--- config.mk ---
export PLATFORM = sky130hd
export DESIGN_NAME = uop_sequencer
export DESIGN_NICKNAME = d
export VERILOG_FILES = /design/src/rtl/uop_sequencer.sv
export SDC_FILE = /design/constraint.sdc
export NUM_CORES = 1
export LEC_CHECK = 0
export BUFFER_PORTS_ARGS = -buffer_cell sky130_fd_sc_hd__clkbuf_2
export CAP_MARGIN = 20
export CORE_MARGIN = 5
export CORE_UTILIZATION = 48
export DETAILED_ROUTE_END_ITERATION = 8
export GPL_ROUTABILITY_DRIVEN = 0
export PLACE_DENSITY = 0.77
export SYNTH_ARGS = -nofsm -noshare
export SYNTH_HDL_FRONTEND = slang
export SYNTH_SLANG_ARGS = --single-unit
--- constraint.sdc ---
create_clock -name CLK -period 4.15 [get_ports CLK]
set_input_delay 0.83 -clock CLK [delete_from_list [all_inputs] [get_ports CLK]]
set_output_delay 0.83 -clock CLK [all_outputs]
set_load 0.01 [all_outputs]
--- src/rtl/uop_sequencer.sv ---
//------------------------------------------------------------------------------
// uop_sequencer: two-byte instruction fetch plus micro-op step sequencer.
// Rev 1.0 - initial release
//------------------------------------------------------------------------------
`default_nettype none

module uop_sequencer #(
  parameter int OPCODE_WIDTH = 6,
  parameter int STEP_WIDTH   = 3
) (
  input  logic                             CLK,
  input  logic                             N_RST,
  input  logic                             N_BOOTED,
  input  logic [7:0]                       INSTR_DATA,
  input  logic                             INSTR_VALID,
  output logic                             INSTR_READY,
  input  logic                             UOP_DONE,
  input  logic                             STALL,
  output logic [OPCODE_WIDTH-1:0]          OPCODE,
  output logic [3:0]                       REG0_IDX,
  output logic [3:0]                       REG1_IDX,
  output logic [STEP_WIDTH-1:0]            STEP,
  output logic [OPCODE_WIDTH+STEP_WIDTH-1:0] UOP_ADDR,
  output logic                             N_UOP_VALID,
  output logic                             FAULT
);

  typedef enum logic [2:0] {
    S_BOOT   = 3'd0,
    S_FETCH0 = 3'd1,
    S_FETCH1 = 3'd2,
    S_EXEC   = 3'd3,
    S_HALT   = 3'd4
  } state_t;

  localparam logic [STEP_WIDTH-1:0] c_STEP_MAX = {STEP_WIDTH{1'b1}};

  state_t                    r_state, w_state_nxt;
  logic [OPCODE_WIDTH-1:0]   r_pend,  w_pend_nxt;
  logic [OPCODE_WIDTH-1:0]   r_op,    w_op_nxt;
  logic [3:0]                r_reg0,  w_reg0_nxt;
  logic [3:0]                r_reg1,  w_reg1_nxt;
  logic [STEP_WIDTH-1:0]     r_step,  w_step_nxt;
  logic                      r_fault, w_fault_nxt;
  logic                      w_ready;

  assign w_ready = (r_state == S_FETCH0) || (r_state == S_FETCH1);

  always_ff @(posedge CLK or negedge N_RST) begin
    if (!N_RST) begin
      r_state <= S_BOOT;
      r_pend  <= '0;
      r_op    <= '0;
      r_reg0  <= '0;
      r_reg1  <= '0;
      r_step  <= '0;
      r_fault <= 1'b0;
    end else begin
      r_state <= w_state_nxt;
      r_pend  <= w_pend_nxt;
      r_op    <= w_op_nxt;
      r_reg0  <= w_reg0_nxt;
      r_reg1  <= w_reg1_nxt;
      r_step  <= w_step_nxt;
      r_fault <= w_fault_nxt;
    end
  end

  always_comb begin
    w_state_nxt = r_state;
    w_pend_nxt  = r_pend;
    w_op_nxt    = r_op;
    w_reg0_nxt  = r_reg0;
    w_reg1_nxt  = r_reg1;
    w_step_nxt  = r_step;
    w_fault_nxt = r_fault;

    // Re-entering bootstrap discards any partial or running instruction; a trap survives it.
    if (N_BOOTED && (r_state != S_HALT)) begin
      w_state_nxt = S_BOOT;
      w_pend_nxt  = '0;
      w_op_nxt    = '0;
      w_reg0_nxt  = '0;
      w_reg1_nxt  = '0;
      w_step_nxt  = '0;
    end else begin
      case (r_state)
        S_BOOT: begin
          w_state_nxt = S_FETCH0;
        end
        S_FETCH0: begin
          if (INSTR_VALID && w_ready) begin
            w_pend_nxt  = INSTR_DATA[OPCODE_WIDTH-1:0];
            w_state_nxt = S_FETCH1;
          end
        end
        S_FETCH1: begin
          // All instruction fields update on the same edge so control never sees a mix.
          if (INSTR_VALID && w_ready) begin
            w_op_nxt    = r_pend;
            w_reg0_nxt  = INSTR_DATA[3:0];
            w_reg1_nxt  = INSTR_DATA[7:4];
            w_step_nxt  = '0;
            w_state_nxt = S_EXEC;
          end
        end
        S_EXEC: begin
          if (STALL) begin
            w_state_nxt = S_EXEC;
          end else if (UOP_DONE) begin
            w_step_nxt  = '0;
            w_state_nxt = S_FETCH0;
          end else if (r_step == c_STEP_MAX) begin
            w_fault_nxt = 1'b1;
            w_state_nxt = S_HALT;
          end else begin
            w_step_nxt  = r_step + STEP_WIDTH'(1);
          end
        end
        S_HALT: begin
          w_state_nxt = S_HALT;
        end
        default: begin
          w_state_nxt = S_BOOT;
        end
      endcase
    end
  end

  assign INSTR_READY = w_ready;
  assign N_UOP_VALID = (r_state != S_EXEC);
  assign FAULT       = r_fault;
  assign OPCODE      = r_op;
  assign REG0_IDX    = r_reg0;
  assign REG1_IDX    = r_reg1;
  assign STEP        = r_step;
  assign UOP_ADDR    = {r_op, r_step};

endmodule

`default_nettype wire

==> flow_metrics.tcl <==
set metrics [dict create \
    htree_levels 1 \
    final_area_um2 1420 \
    wl_per_cell_um 15.7 \
    wl_um 2570 \
    area_delta_synth_final_pct 14.8 \
    yosysWarningCount 0 \
    ff_latch_area_um2 676 \
    hold_class "register to register" \
    fin_ws_ns 1.91 \
    synth.distinct_cells 31 \
    postPlaceCellArea_um2 1390 \
    finalSetupViolations 0 \
    cts_max_path_buffers 2 \
    io_pins 43 \
    slew_viol_final 0 \
    die_area_um2 3690 \
    cts_tree "done" \
    cp-end-kind "output pin" \
    clock_latency_ns 0.31 \
    reg2reg_from "r_state[2]$_DFFE_PN0P_" \
    ys_ff_latch 27 \
    numCtsBuffers 3 \
    reg2reg_to "r_state[0]$_DFFE_PN0P_" \
    grt_max_degree 28 \
    route.detailed.drc 0 \
    drt-initial-drc-count 30 \
    synthesis.instances 101 \
    path_clk_slew_ns 0.13 \
    report.final.hold_viol_count 0 \
    multi_input_area_um2 468 \
    peakVddDrop_uv 258 \
    max_freq_mhz 447 \
    die_h_um 60.7 \
    crit_required_ns 3.32 \
    utilization 0.572 \
    nNetsFinal 150 \
    antenna_found_initial 0 \
    grt_overflow 0 \
    coreArea_um2 2480 \
    arrival_ns 1.41 \
    period_needed_ns 2.24 \
    cts_hold_buffers 0 \
    drive_gt1_frac 0.383 \
    ant_nets 0 \
    synth_nets 117 \
    worst_pin_slew_ns 0.868 \
    fillers 229 \
    period_share 0.539 \
    synthTopCellsByArea "dfrtp_1 (55%), a22o_1 (15%), buf_4 (6.7%)" \
    maxCapViolCount 0 \
    slew_headroom 0.419 \
    dr.pass1.iters 4 \
    holdPathEnd "FAULT$_DFFE_PN0P_" \
    die_x_um 60.7 \
    cts-resized-gates 0 \
    dp_hpwl_um 1980 \
    pre_cts_ws_ns 1.88 \
    vias 928 \
    instances_no_fill 163 \
    rows 18 \
    synth_top_area_frac 0.547 \
    syn_avg_cell_area_um2 12.2 \
    r2r_slack_ns 2.25 \
    skew_ns 0.00236 \
    start_util 0.498 \
    grt_pass1_vias 935 \
    port_buffers 42 \
    dp.cells 159 \
    synth-seq-area-share 0.547 \
    critPathKind "register to output pin" \
    crit_fanout 9 \
    timing.hold.ws_ns 0.474 \
    outcome "finished, final reports clean" \
    syn_area_um2 1230 \
    power_density_nw_per_um2 424 \
    root_buffer "clkbuf_4" \
    hold_path_startpoint "FAULT$_DFFE_PN0P_" \
    synth_top_area_cell "dfrtp_1" \
    postCtsSetupRepairBufs 0 \
    finalSetupTns_ns 0 \
    start_kind "register" \
    diodes 0 \
    rsz0062_at_grt "no" \
    grt_pass1_wl_um 4440 \
    finalPower_mw 0.601 \
    reg2reg_depth 4 \
    vias_per_cell 5.69 \
    cts_sinks 27 \
    p_leak_nw 0.746 \
    hold_depth 1 \
    grt_use_total 0.159 \
]
[per-layer routing]
metal / wire (um) / track usage
met2: 1160 / 0.234
met1: 1200 / 0.233
met4: 0 / 0.0526
met5: 0 / 0
met3: 210 / 0.0340
[cells in the mapped netlist (all sizes together)]
cell type  number
a2111o          1
a211oi          1
a21bo           1
a21boi          1
a21o            1
a21oi           1
a22o           21
buf            13
clkbuf          1
dfrtp          27
ha              2
mux2            1
nand2           4
nand2b          2
nand3           3
nand3b          1
nor2            3
nor2b           3
nor3            1
nor3b           1
nor4            1
nor4b           1
o211ai          1
o21ai           3
o31a            2
o31ai           1
or3             1
or4             1
xnor2           1
[layout make-up]
cell class	instances	share of cell area
tap	30	0.0265
sequential	27	0.477
timing repair buffer	42	0.148
clock buffer	4	0.0185
multi-input combinational	60	0.330
[worst max path at each step]
stage | startpoint | end | slack (ns) | cells after the start
after global placement | INSTR_VALID | REG1_IDX[3]$_DFFE_PN0P_ | 1.93 | 4
after detailed placement | N_BOOTED | r_state[0]$_DFFE_PN0P_ | 1.88 | 5
after CTS | r_state[1]$_DFFE_PN0P_ | N_UOP_VALID | 1.92 | 3
final | r_state[1]$_DFFE_PN0P_ | N_UOP_VALID | 1.91 | 3
after floorplan | N_BOOTED | r_state[0]$_DFFE_PN0P_ | 2.12 | 4
after global routing | r_state[1]$_DFFE_PN0P_ | N_UOP_VALID | 1.81 | 3
[placed cells by master (no fill, tap or decap)]
cell,n
nor3_1,1
o31ai_1,1
nor2_1,3
dfrtp_1,27
nand2b_1,2
a21o_1,1
a2111o_1,1
nor4b_2,1
mux2_4,1
or4_1,1
nand2_1,4
nor2b_2,1
ha_1,2
o21ai_0,3
o31a_1,2
a22o_1,21
clkbuf_2,42
nand3_1,3
a211oi_1,1
nor4_1,1
clkbuf_4,3
nor2b_1,2
nand3b_1,1
xnor2_1,1
a21oi_1,1
a21bo_2,1
a21boi_2,1
nor3b_2,1
clkbuf_1,1
or3_1,1
o211ai_1,1
[kinds of logic (layout without fill, tap and decap cells)]
family	count (synthesis)	in the layout	synth area share
buffers and inverters	14	46	0.0780
and+or+nand+nor	22	22	0.105
xor gates and xnor gates	1	1	0.00709
DFF	27	27	0.547
muxes	1	1	0.0122
AOI/OAI and AO/OA	34	34	0.230
adders and majority gates	2	2	0.0203
[report_power, final]
group,switching (mW),internal [mW],total [mW]
Sequential,0.0367,0.290,0.326
Clock,0.0708,0.0375,0.108
Combinational,0.0948,0.0715,0.166
Total,0.202,0.399,0.601
[critical path, stage by stage (launching register included)]
cell	delay, ns
dfrtp_1	0.56
nor2b_1	0.31
nand2_1	0.09
clkbuf_2	0.14
[registers in the layout (all words and copies together) (netlist names)]
signal / flops
OPCODE: 6
r_pend: 6
REG0_IDX: 4
REG1_IDX: 4
STEP: 3
r_state: 3
FAULT: 1
Power figures use the tool's default switching activity.
